==> config.mk <==
export PLATFORM = sky130hd
export DESIGN_NAME = bit_serial_alu_ctrl
export DESIGN_NICKNAME = d
export VERILOG_FILES = /design/src/rtl/bit_alu_pkg.sv /design/src/rtl/bit_alu_cell.sv /design/src/rtl/bit_serial_alu_ctrl.sv
export SDC_FILE = /design/constraint.sdc
export NUM_CORES = 1
export LEC_CHECK = 0
export ABC_AREA = 1
export BUFFER_PORTS_ARGS = -buffer_cell sky130_fd_sc_hd__buf_2
export CORE_ASPECT_RATIO = 0.7
export CORE_MARGIN = 5
export CORE_UTILIZATION = 49
export CTS_CLUSTER_DIAMETER = 30
export DETAILED_ROUTE_END_ITERATION = 10
export PLACE_DENSITY_LB_ADDON = 0.1
export REMOVE_ABC_BUFFERS = 1
export SLEW_MARGIN = 25
export SYNTH_ARGS = -nofsm -noshare
export SYNTH_HDL_FRONTEND = slang
export SYNTH_HIERARCHICAL = 1
export SYNTH_SLANG_ARGS = --single-unit
==> constraint.sdc <==
create_clock -name clk -period 1.35 [get_ports clk]
set_input_delay 0.135 -clock clk [delete_from_list [all_inputs] [get_ports clk]]
set_output_delay 0.135 -clock clk [all_outputs]
set_load 0.05 [all_outputs]
==> src/rtl/bit_alu_pkg.sv <==
// Shared types for the bit-serial ALU controller and its 1-bit cell.
package bit_alu_pkg;

  typedef enum logic [1:0] {
    OP_AND = 2'b00,
    OP_OR  = 2'b01,
    OP_ADD = 2'b10,
    OP_SUB = 2'b11
  } alu_op_e;

  typedef enum logic [1:0] {
    ST_IDLE,
    ST_RUN,
    ST_DONE
  } state_e;

  function automatic logic is_arith(alu_op_e op);
    return (op == OP_ADD) || (op == OP_SUB);
  endfunction

endpackage

==> src/rtl/bit_alu_cell.sv <==
// One-bit ALU slice: AND, OR, or full-adder sum/carry selected by op.
module bit_alu_cell
  import bit_alu_pkg::*;
(
  input  logic    a,
  input  logic    b,
  input  logic    cin,
  input  alu_op_e op,
  output logic    out,
  output logic    cout
);

  logic and_bit;
  logic or_bit;
  logic sum_bit;
  logic fa_carry;

  assign and_bit  = a & b;
  assign or_bit   = a | b;
  assign sum_bit  = a ^ b ^ cin;
  assign fa_carry = (a & b) | (cin & (a ^ b));

  always_comb begin
    out  = 1'b0;
    cout = 1'b0;
    unique case (op)
      OP_AND: out = and_bit;
      OP_OR:  out = or_bit;
      OP_ADD, OP_SUB: begin
        out  = sum_bit;
        cout = fa_carry;
      end
      default: out = 1'b0;
    endcase
  end

endmodule

==> src/rtl/bit_serial_alu_ctrl.sv <==
// Sequences a WIDTH-bit AND/OR/ADD/SUB through one bit_alu_cell, LSB first.
// Define BIT_ALU_OVF_EN to add the signed-overflow output.
module bit_serial_alu_ctrl
  import bit_alu_pkg::*;
#(
  parameter int unsigned WIDTH = 8,
  parameter int unsigned CNT_W = $clog2(WIDTH)
) (
  input  logic             clk,
  input  logic             reset,
  input  logic             start,
  input  logic [1:0]       op,
  input  logic [WIDTH-1:0] a,
  input  logic [WIDTH-1:0] b,
  output logic             busy,
  output logic             done,
  output logic [WIDTH-1:0] result,
  output logic             carry_out,
  output logic             zero
`ifdef BIT_ALU_OVF_EN
  ,
  output logic             overflow
`endif
);

  state_e           state_q, state_d;
  alu_op_e          op_q, op_d;
  logic [WIDTH-1:0] a_sh_q, a_sh_d;
  logic [WIDTH-1:0] b_sh_q, b_sh_d;
  logic [WIDTH-1:0] result_q, result_d;
  logic [CNT_W-1:0] idx_q, idx_d;
  logic             carry_q, carry_d;
  logic             carry_out_q, carry_out_d;
  logic             zero_q, zero_d;
`ifdef BIT_ALU_OVF_EN
  logic             ovf_q, ovf_d;
`endif

  logic             cell_out;
  logic             cell_cout;
  logic [WIDTH-1:0] result_shift;

  bit_alu_cell u_cell (
    .a    (a_sh_q[0]),
    .b    (b_sh_q[0]),
    .cin  (carry_q),
    .op   (op_q),
    .out  (cell_out),
    .cout (cell_cout)
  );

  // Each cell output enters at the MSB, so bit 0 lands at the LSB after WIDTH steps.
  assign result_shift = {cell_out, result_q[WIDTH-1:1]};

  always_comb begin
    state_d     = state_q;
    op_d        = op_q;
    a_sh_d      = a_sh_q;
    b_sh_d      = b_sh_q;
    result_d    = result_q;
    idx_d       = idx_q;
    carry_d     = carry_q;
    carry_out_d = carry_out_q;
    zero_d      = zero_q;
`ifdef BIT_ALU_OVF_EN
    ovf_d       = ovf_q;
`endif
    unique case (state_q)
      ST_IDLE, ST_DONE: begin
        state_d = ST_IDLE;
        if (start) begin
          state_d     = ST_RUN;
          op_d        = alu_op_e'(op);
          a_sh_d      = a;
          // Subtraction is a + ~b + 1: invert b here and seed the carry with 1.
          b_sh_d      = (alu_op_e'(op) == OP_SUB) ? ~b : b;
          carry_d     = (alu_op_e'(op) == OP_SUB);
          idx_d       = '0;
          result_d    = '0;
          carry_out_d = 1'b0;
          zero_d      = 1'b0;
`ifdef BIT_ALU_OVF_EN
          ovf_d       = 1'b0;
`endif
        end
      end
      ST_RUN: begin
        result_d = result_shift;
        a_sh_d   = {1'b0, a_sh_q[WIDTH-1:1]};
        b_sh_d   = {1'b0, b_sh_q[WIDTH-1:1]};
        idx_d    = idx_q + CNT_W'(1);
        if (is_arith(op_q)) begin
          carry_d = cell_cout;
        end
        if (idx_q == CNT_W'(WIDTH - 1)) begin
          state_d     = ST_DONE;
          carry_out_d = is_arith(op_q) ? cell_cout : 1'b0;
          zero_d      = (result_shift == '0);
`ifdef BIT_ALU_OVF_EN
          // Final step is the MSB cell: overflow is carry-in xor carry-out there.
          ovf_d       = is_arith(op_q) ? (carry_q ^ cell_cout) : 1'b0;
`endif
        end
      end
      default: state_d = ST_IDLE;
    endcase
  end

  always_ff @(posedge clk or posedge reset) begin
    if (reset) begin
      state_q     <= ST_IDLE;
      op_q        <= OP_AND;
      a_sh_q      <= '0;
      b_sh_q      <= '0;
      result_q    <= '0;
      idx_q       <= '0;
      carry_q     <= 1'b0;
      carry_out_q <= 1'b0;
      zero_q      <= 1'b0;
`ifdef BIT_ALU_OVF_EN
      ovf_q       <= 1'b0;
`endif
    end else begin
      state_q     <= state_d;
      op_q        <= op_d;
      a_sh_q      <= a_sh_d;
      b_sh_q      <= b_sh_d;
      result_q    <= result_d;
      idx_q       <= idx_d;
      carry_q     <= carry_d;
      carry_out_q <= carry_out_d;
      zero_q      <= zero_d;
`ifdef BIT_ALU_OVF_EN
      ovf_q       <= ovf_d;
`endif
    end
  end

  assign busy      = (state_q == ST_RUN);
  assign done      = (state_q == ST_DONE);
  assign result    = result_q;
  assign carry_out = carry_out_q;
  assign zero      = zero_q;
`ifdef BIT_ALU_OVF_EN
  assign overflow  = ovf_q;
`endif

endmodule

## Word level (Yosys, flattened, before mapping)

Cells that the tools add are included.

- Register bits: 34
- Word-level logic and storage cells: 61
- Output and inout port bits: 12
- Bits of input ports: 21

- Reduce and logical (&&, ||, !) cells: 11
- Equality and inequality tests: 10
- Add/subtract/negate cells: 1
- Bitwise operators: 7
- Muxes and demuxes: 23

Operator list:

| cell | count |
|---|---|
| case mux 8 bit (2 select lines) | 3 |
| 2-to-1 mux 8 bit | 4 |
| equality test 2 bit, second input constant | 4 |
| zero test 8 bit | 1 |
| 2-to-1 mux 1 bit | 8 |
| NOT 8 bit | 1 |
| case mux 1 bit (2 select lines) | 3 |
| case mux 3 bit (2 select lines) | 1 |
| AND reduction 3 bit | 2 |
| equality test 2 x 1 -> 1 bit, second input constant | 2 |
| zero test 2 bit | 2 |
| inequality test 2 x 1 -> 1 bit, second input constant | 2 |
| case mux 2 bit (2 select lines) | 1 |
| AND reduction 2 bit | 2 |
| OR reduction 2 bit | 2 |
| adder 3 x 1 -> 3 bit, second input constant | 1 |
| equality test 3 bit, second input constant | 1 |
| 2-to-1 mux 3 bit | 1 |
| case mux 1 bit (3 select lines) | 1 |
| bitwise AND 1 bit | 2 |
| 2-to-1 mux 2 bit | 1 |
| inequality test 2 bit, second input constant | 1 |
| bitwise OR 1 bit | 2 |
| nonzero test 2 bit | 1 |
| other kinds (2) | 3 |

## Logic depth before layout (Yosys ltp)

Gate-level depths: netlist of run 1.

- Depth after elaboration: 7
- Mapped depth: 10
- Mapped depth without buffers: 10

## Modules after synthesis

Netlist of run 1, hierarchy kept.

Modules (own cells, without submodules):

| module | instances | area each (µm²) | cells an instance | seq. area each (µm²) |
|---|---|---|---|---|
| bit_serial_alu_ctrl | 1 | 1615.3 | 194 | 850.8 |
| bit_alu_cell | 1 | 91.3 | 15 | 0.0 |

## Worst setup path before layout of run 1

Ideal clock, no wire load.

- Path kind: flip-flop to flip-flop
- Start: reg a_sh_q[0]
- End: reg zero_q, in the netlist zero
- Data required time: 1232 ps
- Library setup time: 118 ps
- Buffers on the path: 0
- Path slack: -21 ps
- Cell stages (with the launch flop): 9
- Period minus slack after synthesis: 1371 ps
- Arrival: 1253 ps
- Cells stage by stage: dfrtp_1 > fa_1 > nand2_1 > nand2_1 > inv_1 > nand2_1 > nor2_1 > nand3_1 > nand2_1

- Word-level cells in the longest chain between the ends: 6
- Elaborated cells on any way between the ends: 8
- Classes of those cells: mux (3); bitwise (4); reduce/logical (1)

RTL lines:

| what | RTL line | RTL |
|---|---|---|
| start: declaration | bit_serial_alu_ctrl.sv:28 | `logic [WIDTH-1:0] a_sh_q, a_sh_d;` |
| start signal: assignment | bit_serial_alu_ctrl.sv:126 | `a_sh_q <= a_sh_d;` |
| XOR 1 bit (2 in a row) | bit_alu_cell.sv:20 | `assign sum_bit = a ^ b ^ cin;` |
| case mux 1 bit (3 select lines) * | bit_alu_cell.sv:26 | `unique case (op)` |
| named net cell_out | bit_serial_alu_ctrl.sv:39 | `logic cell_out;` |
| zero test 8 bit * | bit_serial_alu_ctrl.sv:98 | `zero_d = (result_shift == '0);` |
| 2-to-1 mux 1 bit * | bit_serial_alu_ctrl.sv:95 | `if (idx_q == CNT_W'(WIDTH - 1)) begin` |
| case mux 1 bit (2 select lines) * | bit_serial_alu_ctrl.sv:68 | `unique case (state_q)` |
| end signal: assignment | bit_serial_alu_ctrl.sv:132 | `zero_q <= zero_d;` |
| end: declaration | bit_serial_alu_ctrl.sv:34 | `logic zero_q, zero_d;` |

Mark *: on every way through the listed nets, which the timed path passes. The rest lies on a longest branch. The select of a mux whose other input is x is not followed.
A chain may end at the register's enable or synchronous reset.

## Worst setup path after layout of run 1

- Start: reg carry_q
- End: reg zero_q, in the netlist zero

- Word-level cells in the longest chain between the ends: 5

RTL lines:

| what | RTL line | RTL |
|---|---|---|
| start: declaration | bit_serial_alu_ctrl.sv:32 | `logic carry_q, carry_d;` |
| start signal: assignment | bit_serial_alu_ctrl.sv:130 | `carry_q <= carry_d;` |
| XOR 1 bit | bit_alu_cell.sv:20 |  |
| case mux 1 bit (3 select lines) | bit_alu_cell.sv:26 |  |
| named net cell_out | bit_serial_alu_ctrl.sv:39 |  |
| zero test 8 bit | bit_serial_alu_ctrl.sv:98 |  |
| 2-to-1 mux 1 bit | bit_serial_alu_ctrl.sv:95 |  |
| case mux 1 bit (2 select lines) | bit_serial_alu_ctrl.sv:68 |  |

The timed path passes the listed nets, and every way through them passes these cells. The select of a mux whose other input is x is not followed.

==> results of run 1 <==
==> synthesized netlist by cell type (all sizes together) <==
cell type / count
o211ai: 1
nor2: 8
inv: 30
fa: 1
dfrtp: 34
o22ai: 6
nand3: 25
clkbuf: 1
ha: 4
o21ai: 7
nand2: 84
buf: 5
a21oi: 3
==> logic make-up after synthesis <==
logic type | after synthesis | share of synthesized area
simple gates | 117 | 0.304
compound gates | 17 | 0.0557
flops | 34 | 0.499
fa+ha+maj | 5 | 0.0411
buf+inv | 36 | 0.101
==> sequential cells by signal, summed over array words and instances (netlist names) <==
| register | count |
|---|---|
| state_q | 2 |
| result | 8 |
| idx_q | 3 |
| a_sh_q | 8 |
| carry_q | 1 |
| op_q | 2 |
| b_sh_q | 8 |
| carry_out | 1 |
| zero | 1 |
==> critical path: stages, from the launching register on <==
cell     delay, ps
dfrtp_1        400
fa_1           530
nand2_1         50
nand2_1         60
inv_1           50
nand2_1         60
nor2_1          40
nand3_1         60
nand2_1         50
==> per-stage QoR <==
step / hold WS [ps] / area, um^2 / util
2_1_floorplan: 245 / 1660 / -
3_3_place_gp: 250 / 1910 / 0.588
3_5_place_dp: 255 / 1910 / 0.588
4_1_cts: 50.9 / 2020 / 0.620
5_1_grt: 61.8 / 2040 / 0.627
6_report: 55.5 / 2040 / 0.627
==> cells in the final DEF (no fill, tap or decap) <==
cell type | netlist | layout
nand3_1 | 25 | 25
buf_4 | 2 | 7
inv_8 | 1 | 1
clkbuf_8 | 0 | 6
o21ai_0 | 5 | 5
buf_2 | 1 | 31
fa_1 | 1 | 1
nor2_4 | 1 | 1
dlygate4sd3_1 | 0 | 1
o21ai_1 | 2 | 2
nand2_2 | 0 | 1
o211ai_1 | 1 | 1
inv_2 | 1 | 2
inv_4 | 1 | 1
o22ai_1 | 6 | 6
ha_1 | 4 | 4
nor2_1 | 7 | 7
inv_1 | 27 | 26
a21oi_1 | 3 | 3
dfrtp_2 | 0 | 1
nand2_8 | 2 | 2
clkinv_2 | 0 | 1
buf_6 | 1 | 1
dfrtp_1 | 34 | 33
nand2_4 | 1 | 1
nand2_1 | 81 | 80
clkbuf_1 | 1 | 1
==> worst max-delay path by stage <==
stage | end | slack, ps | cells past startpoint
after floorplan | zero | -20 | 8
final | zero | -40 | 8
after global placement | zero | -20 | 8
after global routing | zero | -120 | 8
after CTS | zero | -40 | 8
after detailed placement | zero | -50 | 8
==> repair_timing <==
action                     CTS  global route
setup buffers                0             2
gates resized for setup      1             4
hold endpoints to repair    34             0
hold buffers                 1             0
pin swaps                    6             0
setup endpoints to repair    2             5
==> report_power, final <==
| part | total, mW | internal (mW) | switching (mW) |
|---|---|---|---|
| clock network | 0.755 | 0.411 | 0.344 |
| logic | 2.39 | 0.772 | 1.61 |
| registers | 1.76 | 1.47 | 0.286 |
| total | 4.90 | 2.65 | 2.25 |
==> area by class of cell <==
cell class / instances / area share
flip-flops and latches: 34 / 0.418
repair buffers: 40 / 0.112
inverters: 30 / 0.0601
clock inverters: 1 / 0.00245
clock buffers: 7 / 0.0423
well taps: 47 / 0.0288
multi-input cells: 139 / 0.336
==> per-layer routing <==
metal	routed length, um	share of wire	track usage	vias up
li1	-	-	-	730
met1	1870	0.53	0.245	618
met2	1420	0.41	0.216	31
met3	177	0.051	0.0547	6
met4	30	0.0086	0.0651	0
met5	0	0	0	-
==> impl_metrics.ini, run 1 <==
[sta]
period_minus_slack_ps = 1390
grt_setup_unrepaired = true
worst_slack_ps = -38.6
hold_viol = 0
slew_headroom = 0.716
tightest_slew_ps = 426
tns_ps = -38.6
drv_slew = 0
timing.fmax_mhz = 720
setup_viol = 1
worst_clock_skew_ps = 4.17
timing.final.crit_share = 1.03

[placement]
gp_congestion = 0.779
pre_cts_ws_ps = -46.7
numPortBuffers = 32
hpwlAfterDp_mm = 2.49
place_inst = 287

[setup_path]
end_kind = flip-flop
start_kind = flip-flop
r2r_start = carry_q
reg2reg_to = zero
crit_required_ps = 1530
critPathMaxFanout = 2
worst-setup-path-type = flip-flop to flip-flop
crit_start = carry_q
reg2regPathDepth = 8
ff2ff_setup_slack_ps = -40
arrival_ps = 1570

[global_route]
grt.total_usage = 0.165
antenna_found_initial = 0
gr-total-overflow = 0
grt_max_degree = 35
grt_pass1_vias = 1251
grt_pass1_wl_mm = 5.92

[job]
cap_viol_max_count = 0

[hold_path]
min_path_cells = 3
hold_class = input port to flip-flop
whs_endpoint = a_sh_q[7]
hp-start = a[7]

[synth]
synthCells = 209
ys_seq_area_frac = 0.499
ys_top_cells_by_area = dfrtp_1 50%, nand2_1 18%, nand3_1 7.3%, inv_1 5.9%, ha_1 2.9%
synthesis.area_um2 = 1710
avgSynthCellArea_um2 = 8.17
synth-seq-cells = 34
synth_top_area_cell = dfrtp_1
yosysUniqueCellTypes = 23
ys.warnings.count = 6
yosys.area.top_type_share = 0.499

[clock_network]
clock_sinks = 34
path_clk_slew_ps = 70
root_buffer = clkbuf_8
clk_latency_ps = 280
cts_tree = built
cts_inserted_buffers = 5
cts_max_path_buffers = 2
cts_max_level = 2

[cells_and_area]
fillers = 302
final_cells = 298
multi_input_area_um2 = 686
num_antenna_cells = 0
syn2layout_area_growth_pct = 19.5
drive_gt1_frac = 0.223
register_area_um2 = 852
final_net_count = 276

[drt]
postRouteAntennaNets = 0
drc = 0
drtIter0Drc = 78
wl_per_cell_um = 11.7
finalWirelength_mm = 3.49
vias_per_cell = 4.65
drt_pass1_iterations = 4
routed-via-count = 1385

[pwr]
leakage_nw = 1.13
power_mw = 4.90
power-per-cell-area_nw_per_um2 = 2400
worst_ir_drop_vdd_v = 0.00181

[die]
die_h_um = 59.4
placementRows = 17
die_w_um = 80.5
io_pins = 33
dieArea_um2 = 4780
start_util = 0.524
core_area_um2 = 3250

[outcome]
status = complete, but fails checks
violations = setup timing
Note: power is estimated with default switching activity, not from simulation.
==> inputs of run 2 (changes only) <==
--- a/config.mk
+++ b/config.mk
@@ -11,8 +11,10 @@
 export CORE_MARGIN = 5
 export CORE_UTILIZATION = 49
 export CTS_CLUSTER_DIAMETER = 30
+export CTS_CLUSTER_SIZE = 24
 export DETAILED_ROUTE_END_ITERATION = 10
 export PLACE_DENSITY_LB_ADDON = 0.1
+export RECOVER_POWER = 100
 export REMOVE_ABC_BUFFERS = 1
 export SLEW_MARGIN = 25
 export SYNTH_ARGS = -nofsm -noshare
==> run 2 against run 1 <==
Against the previous run:
- the flow still finishes with violations (setup timing)
- power is 0.62% lower
- global-route usage stayed put
- critical path type unchanged
- critical path depth stayed put
- sequential power hardly changed
- highest routed layer unchanged
- critical endpoint unchanged
- largest cell class unchanged
==> impl_metrics.ini, run 2 (synthesis gave the netlist of run 1 again) <==
[outcome]
status = complete, but fails checks
violations = setup timing

[die]
dieArea_um2 = 4780
die_h_um = 59.4
placementRows = 17
io_pins = 33
core_area_um2 = 3250
die_w_um = 80.5
start_util = 0.524

[placement]
place_inst = 287
hpwlAfterDp_mm = 2.49
pre_cts_ws_ps = -46.7
numPortBuffers = 32
gp_congestion = 0.779

[pwr]
p_switching_mw = 2.23
p_clk_frac = 0.155
p_comb_frac = 0.484
power-per-cell-area_nw_per_um2 = 2410
leakage_nw = 1.12
swShare = 0.459
worst_ir_drop_vdd_v = 0.00180
p_seq_frac = 0.361
internal-power_mw = 2.64

[setup_path]
reg2regPathDepth = 8
crit_required_ps = 1530
end_kind = flip-flop
critPathMaxFanout = 2
start_kind = flip-flop
arrival_ps = 1570
worst-setup-path-type = flip-flop to flip-flop

[clock_network]
cts_inserted_buffers = 5
cts_max_level = 2
cts_max_path_buffers = 2
cts_tree = built
root_buffer = clkbuf_8
clock_sinks = 34
clk_latency_ps = 280
path_clk_slew_ps = 70

[drt]
drtIter0Drc = 64
drt_pass1_iterations = 4
wl_per_cell_um = 11.8
routed-via-count = 1396
vias_per_cell = 4.68
drc = 0
finalWirelength_mm = 3.51
postRouteAntennaNets = 0

[sta]
slew_headroom = 0.496
timing.final.crit_share = 1.03
tightest_slew_ps = 756
setup_viol = 1
grt_setup_unrepaired = true
hold_viol = 0
drv_slew = 0
worst_slack_ps = -38.6
tns_ps = -38.6
period_minus_slack_ps = 1390
timing.fmax_mhz = 720
worst_clock_skew_ps = 4.72

[hold_path]
min_path_cells = 3
hold_class = input port to flip-flop

[global_route]
gr-total-overflow = 0
grt_pass1_vias = 1251
grt_max_degree = 35
grt_pass1_wl_mm = 5.92
antenna_found_initial = 0
grt.total_usage = 0.165

[cells_and_area]
num_antenna_cells = 0
final_cell_mix = 80 x nand2_1, 33 x dfrtp_1, 27 x inv_1
final_net_count = 276
layout_commonest_cell = nand2_1
finish.utilization = 0.622
final_cells = 298
drive_gt1_frac = 0.219
syn2layout_area_growth_pct = 18.5

[job]
cap_viol_max_count = 0
[run 2: metal layers]
| layer | vias up | part of all wire | GRT usage |
|---|---|---|---|
| met5 | - | 0 | 0 |
| met4 | 0 | 0.0071 | 0.0651 |
| met3 | 4 | 0.049 | 0.0547 |
| met2 | 35 | 0.41 | 0.216 |
| met1 | 627 | 0.54 | 0.245 |
| li1 | 730 | - | - |
[run 2: layout make-up]
cell class | instances | area, um^2
fill | 306 | 1230
sequential | 34 | 852
multi-input combinational | 139 | 672
timing repair buffer | 40 | 226
inverter | 30 | 123
clock buffer | 7 | 86.3
tap | 47 | 58.8
clock inverter | 1 | 5.00
[run 2: through the flow]
step	power, mW	area, um^2	hold WS, ps
2_1_floorplan	3.47	1660	245
3_3_place_gp	4.06	1910	250
3_5_place_dp	4.10	1910	255
4_1_cts	4.89	2020	50.9
5_1_grt	5.27	2020	61.8
6_report	4.87	2020	54.7
[run 2: worst max-delay path, stage by stage, from the launching register on]
cell	delay [ps]
dfrtp_1	400
fa_1	530
nand2_1	50
nand2_1	60
inv_1	50
nand2_1	60
nor2_1	40
nand3_1	60
nand2_1	50
[run 2: final timing paths]
check	start	to	slack, ps
hold reg to reg	a_sh_q[7]	a_sh_q[7]	470
min in group asynchronous	reset	idx_q[1]	610
setup / recovery	carry_q	zero	-40
setup reg to reg	carry_q	zero	-40
max in group asynchronous	reset	state_q[0]	210
hold / removal	a[7]	a_sh_q[7]	50
[run 2: what timing repair did]
item | 4_1_cts | 5_1_grt
resized for setup | 1 | 4
buffers inserted | 0 | 2
hold buffers | 1 | 0
endpoints found under the hold margin | 34 | 0
setup endpoints to repair | 2 | 5
pin swaps | 6 | 0
[run 2: power by group through the flow]
stage	logic (mW)	registers, mW	clock network [mW]
finish	2.36	1.76	0.754
floorplan	1.34	2.13	0
detailed placement	2.33	1.77	0
global route	2.63	1.82	0.826
global placement	2.30	1.76	0
CTS	2.35	1.76	0.780
==> inputs of run 3 (changes only) <==
--- a/config.mk
+++ b/config.mk
@@ -13,7 +13,7 @@
 export CTS_CLUSTER_DIAMETER = 30
 export CTS_CLUSTER_SIZE = 24
 export DETAILED_ROUTE_END_ITERATION = 10
-export PLACE_DENSITY_LB_ADDON = 0.1
+export PLACE_DENSITY = 0.75
 export RECOVER_POWER = 100
 export REMOVE_ABC_BUFFERS = 1
 export SLEW_MARGIN = 25
==> run 3 against run 2 <==
Against the previous run:
- the flow still finishes with violations (setup timing)
- sequential power about the same
- combinational power increased by 2%
- clock skew increased by 6.4 ps
- routed wire length decreased by 2.3%
- critical endpoint unchanged
==> impl_metrics.ini, run 3 (synthesis gave the netlist of run 1 again) <==
[outcome]
status = complete, but fails checks
violations = setup timing

[cells_and_area]
final_net_count = 276
final_cell_mix = 80 x nand2_1, 33 x dfrtp_1, 25 x inv_1, 25 x nand3_1, 24 x buf_2
final_area_um2 = 2060
syn2layout_area_growth_pct = 20.5
multi_input_area_um2 = 678
register_area_um2 = 852
layout_commonest_cell = nand2_1
fillers = 302
drive_gt1_frac = 0.227
num_antenna_cells = 0

[setup_path]
crit_required_ps = 1540
cpPeakStageDelay_ps = 530
reg2regPathDepth = 8
critPathTopFamily = adder cells
end_kind = flip-flop
path_cells = fa_1 > nand2_1 > nand2_1 > inv_2 > nand2_1 > nor2_1 > nand3_1 > nand2_1
r2r_start = carry_q
path_buf_inv = 1
reg2reg_to = zero
worst-setup-path-type = flip-flop to flip-flop
slowest_stage = fa_1
cpMostUsedCell = nand2_1
ff2ff_setup_slack_ps = -20
critPathMaxFanout = 2
arrival_ps = 1560
start_kind = flip-flop

[clock_network]
root_buffer = clkbuf_8
path_clk_slew_ps = 70
cts_max_level = 2
cts_max_path_buffers = 2
clock_sinks = 34
clk_latency_ps = 290
cts_tree = built
cts_inserted_buffers = 5

[sta]
tightest_slew_ps = 732
slew_headroom = 0.512
drv_slew = 0
worst_clock_skew_ps = 11.1
tns_ps = -24.6
setup_viol = 1
grt_setup_unrepaired = true
timing.fmax_mhz = 727
hold_viol = 0
timing.final.crit_share = 1.02
period_minus_slack_ps = 1370
worst_slack_ps = -24.6

[global_route]
grt_pass1_wl_mm = 5.98
top_usage_layer = met1
met2_usage = 0.225
gr-usage-met3 = 0.0502
grt_pass1_vias = 1323
met1_usage = 0.249
grt.total_usage = 0.165
gr-total-overflow = 0
grt_max_degree = 35
antenna_found_initial = 0

[placement]
pre_cts_ws_ps = -47.8
hpwlAfterDp_mm = 2.48
postPlaceCellArea_um2 = 1930
numPortBuffers = 32
gp_congestion = 0.746

[hold_path]
hp-start = a[7]
hold_class = input port to flip-flop
whs_endpoint = a_sh_q[7]
min_path_cells = 3

[die]
dieArea_um2 = 4780
die_h_um = 59.4
core_area_um2 = 3250
io_pins = 33
placementRows = 17
start_util = 0.524
die_w_um = 80.5

[pwr]
internal-power_mw = 2.83
leakage_nw = 1.13
swShare = 0.443
p_comb_frac = 0.473
power_mw = 5.08
p_clk_frac = 0.178
worst_ir_drop_vdd_v = 0.00128
p_seq_frac = 0.349
power-per-cell-area_nw_per_um2 = 2470
p_switching_mw = 2.25

[drt]
drtIter0Drc = 102
vias_per_cell = 4.71
drc = 0
drt_pass1_iterations = 4
wl_per_cell_um = 11.5
routed-via-count = 1404
postRouteAntennaNets = 0
finalWirelength_mm = 3.43

[job]
cap_viol_max_count = 0
## run 3: final cells by class
type / instances / share of cell area
Clock buffer: 7 / 0.0371
Timing Repair Buffer: 40 / 0.116
Sequential cell: 34 / 0.414
Tap cell: 47 / 0.0286
Multi-Input combinational cell: 139 / 0.330
Clock inverter: 1 / 0.0146
Inverter: 30 / 0.0596
## run 3: how the worst max path moves through the flow
| stage | startpoint | to | slack [ps] | depth (start not counted) |
|---|---|---|---|---|
| 6_report | carry_q | zero | -20 | 8 |
| 5_1_grt | carry_q | zero | -90 | 8 |
| 4_1_cts | carry_q | zero | -20 | 8 |
| 3_5_place_dp | a_sh_q[0] | zero | -50 | 8 |
| 3_3_place_gp | a_sh_q[0] | zero | -20 | 8 |
| 2_1_floorplan | a_sh_q[0] | zero | -20 | 8 |
## run 3: per-stage QoR
stage	cells	utilization	hold WS [ps]
2_1_floorplan	203	-	245
3_3_place_gp	287	0.592	249
5_1_grt	298	0.632	50.6
6_report	298	0.632	46.1
3_5_place_dp	287	0.592	248
4_1_cts	296	0.628	41.6
## run 3: what timing repair did
action,in CTS,in global routing
pin swaps,6,1
setup buffers,0,2
gates resized for setup,1,6
hold endpoints to repair,34,0
setup endpoints to repair,2,6
hold buffers,1,0
cloned,0,0
## run 3: worst reg2reg max path: stages, from the launching register on
cell	delay (ps)
dfrtp_1	400
fa_1	530
nand2_1	50
nand2_1	70
inv_2	40
nand2_1	50
nor2_1	40
nand3_1	50
nand2_1	50
## run 3: power groups by stage
stage          Sequential, mW  Combinational [mW]  Clock [mW]
3_5_place_dp             1.78                2.37           0
6_report                 1.77                2.40       0.905
2_1_floorplan            2.13                1.34           0
3_3_place_gp             1.76                2.32           0
5_1_grt                  1.84                2.66       0.978
4_1_cts                  1.77                2.38       0.920
## run 3: layer usage
layer	vias up	wire length (um)
li1	732	-
met1	632	1740
met2	35	1420
met3	5	224
met4	0	41
met5	-	0
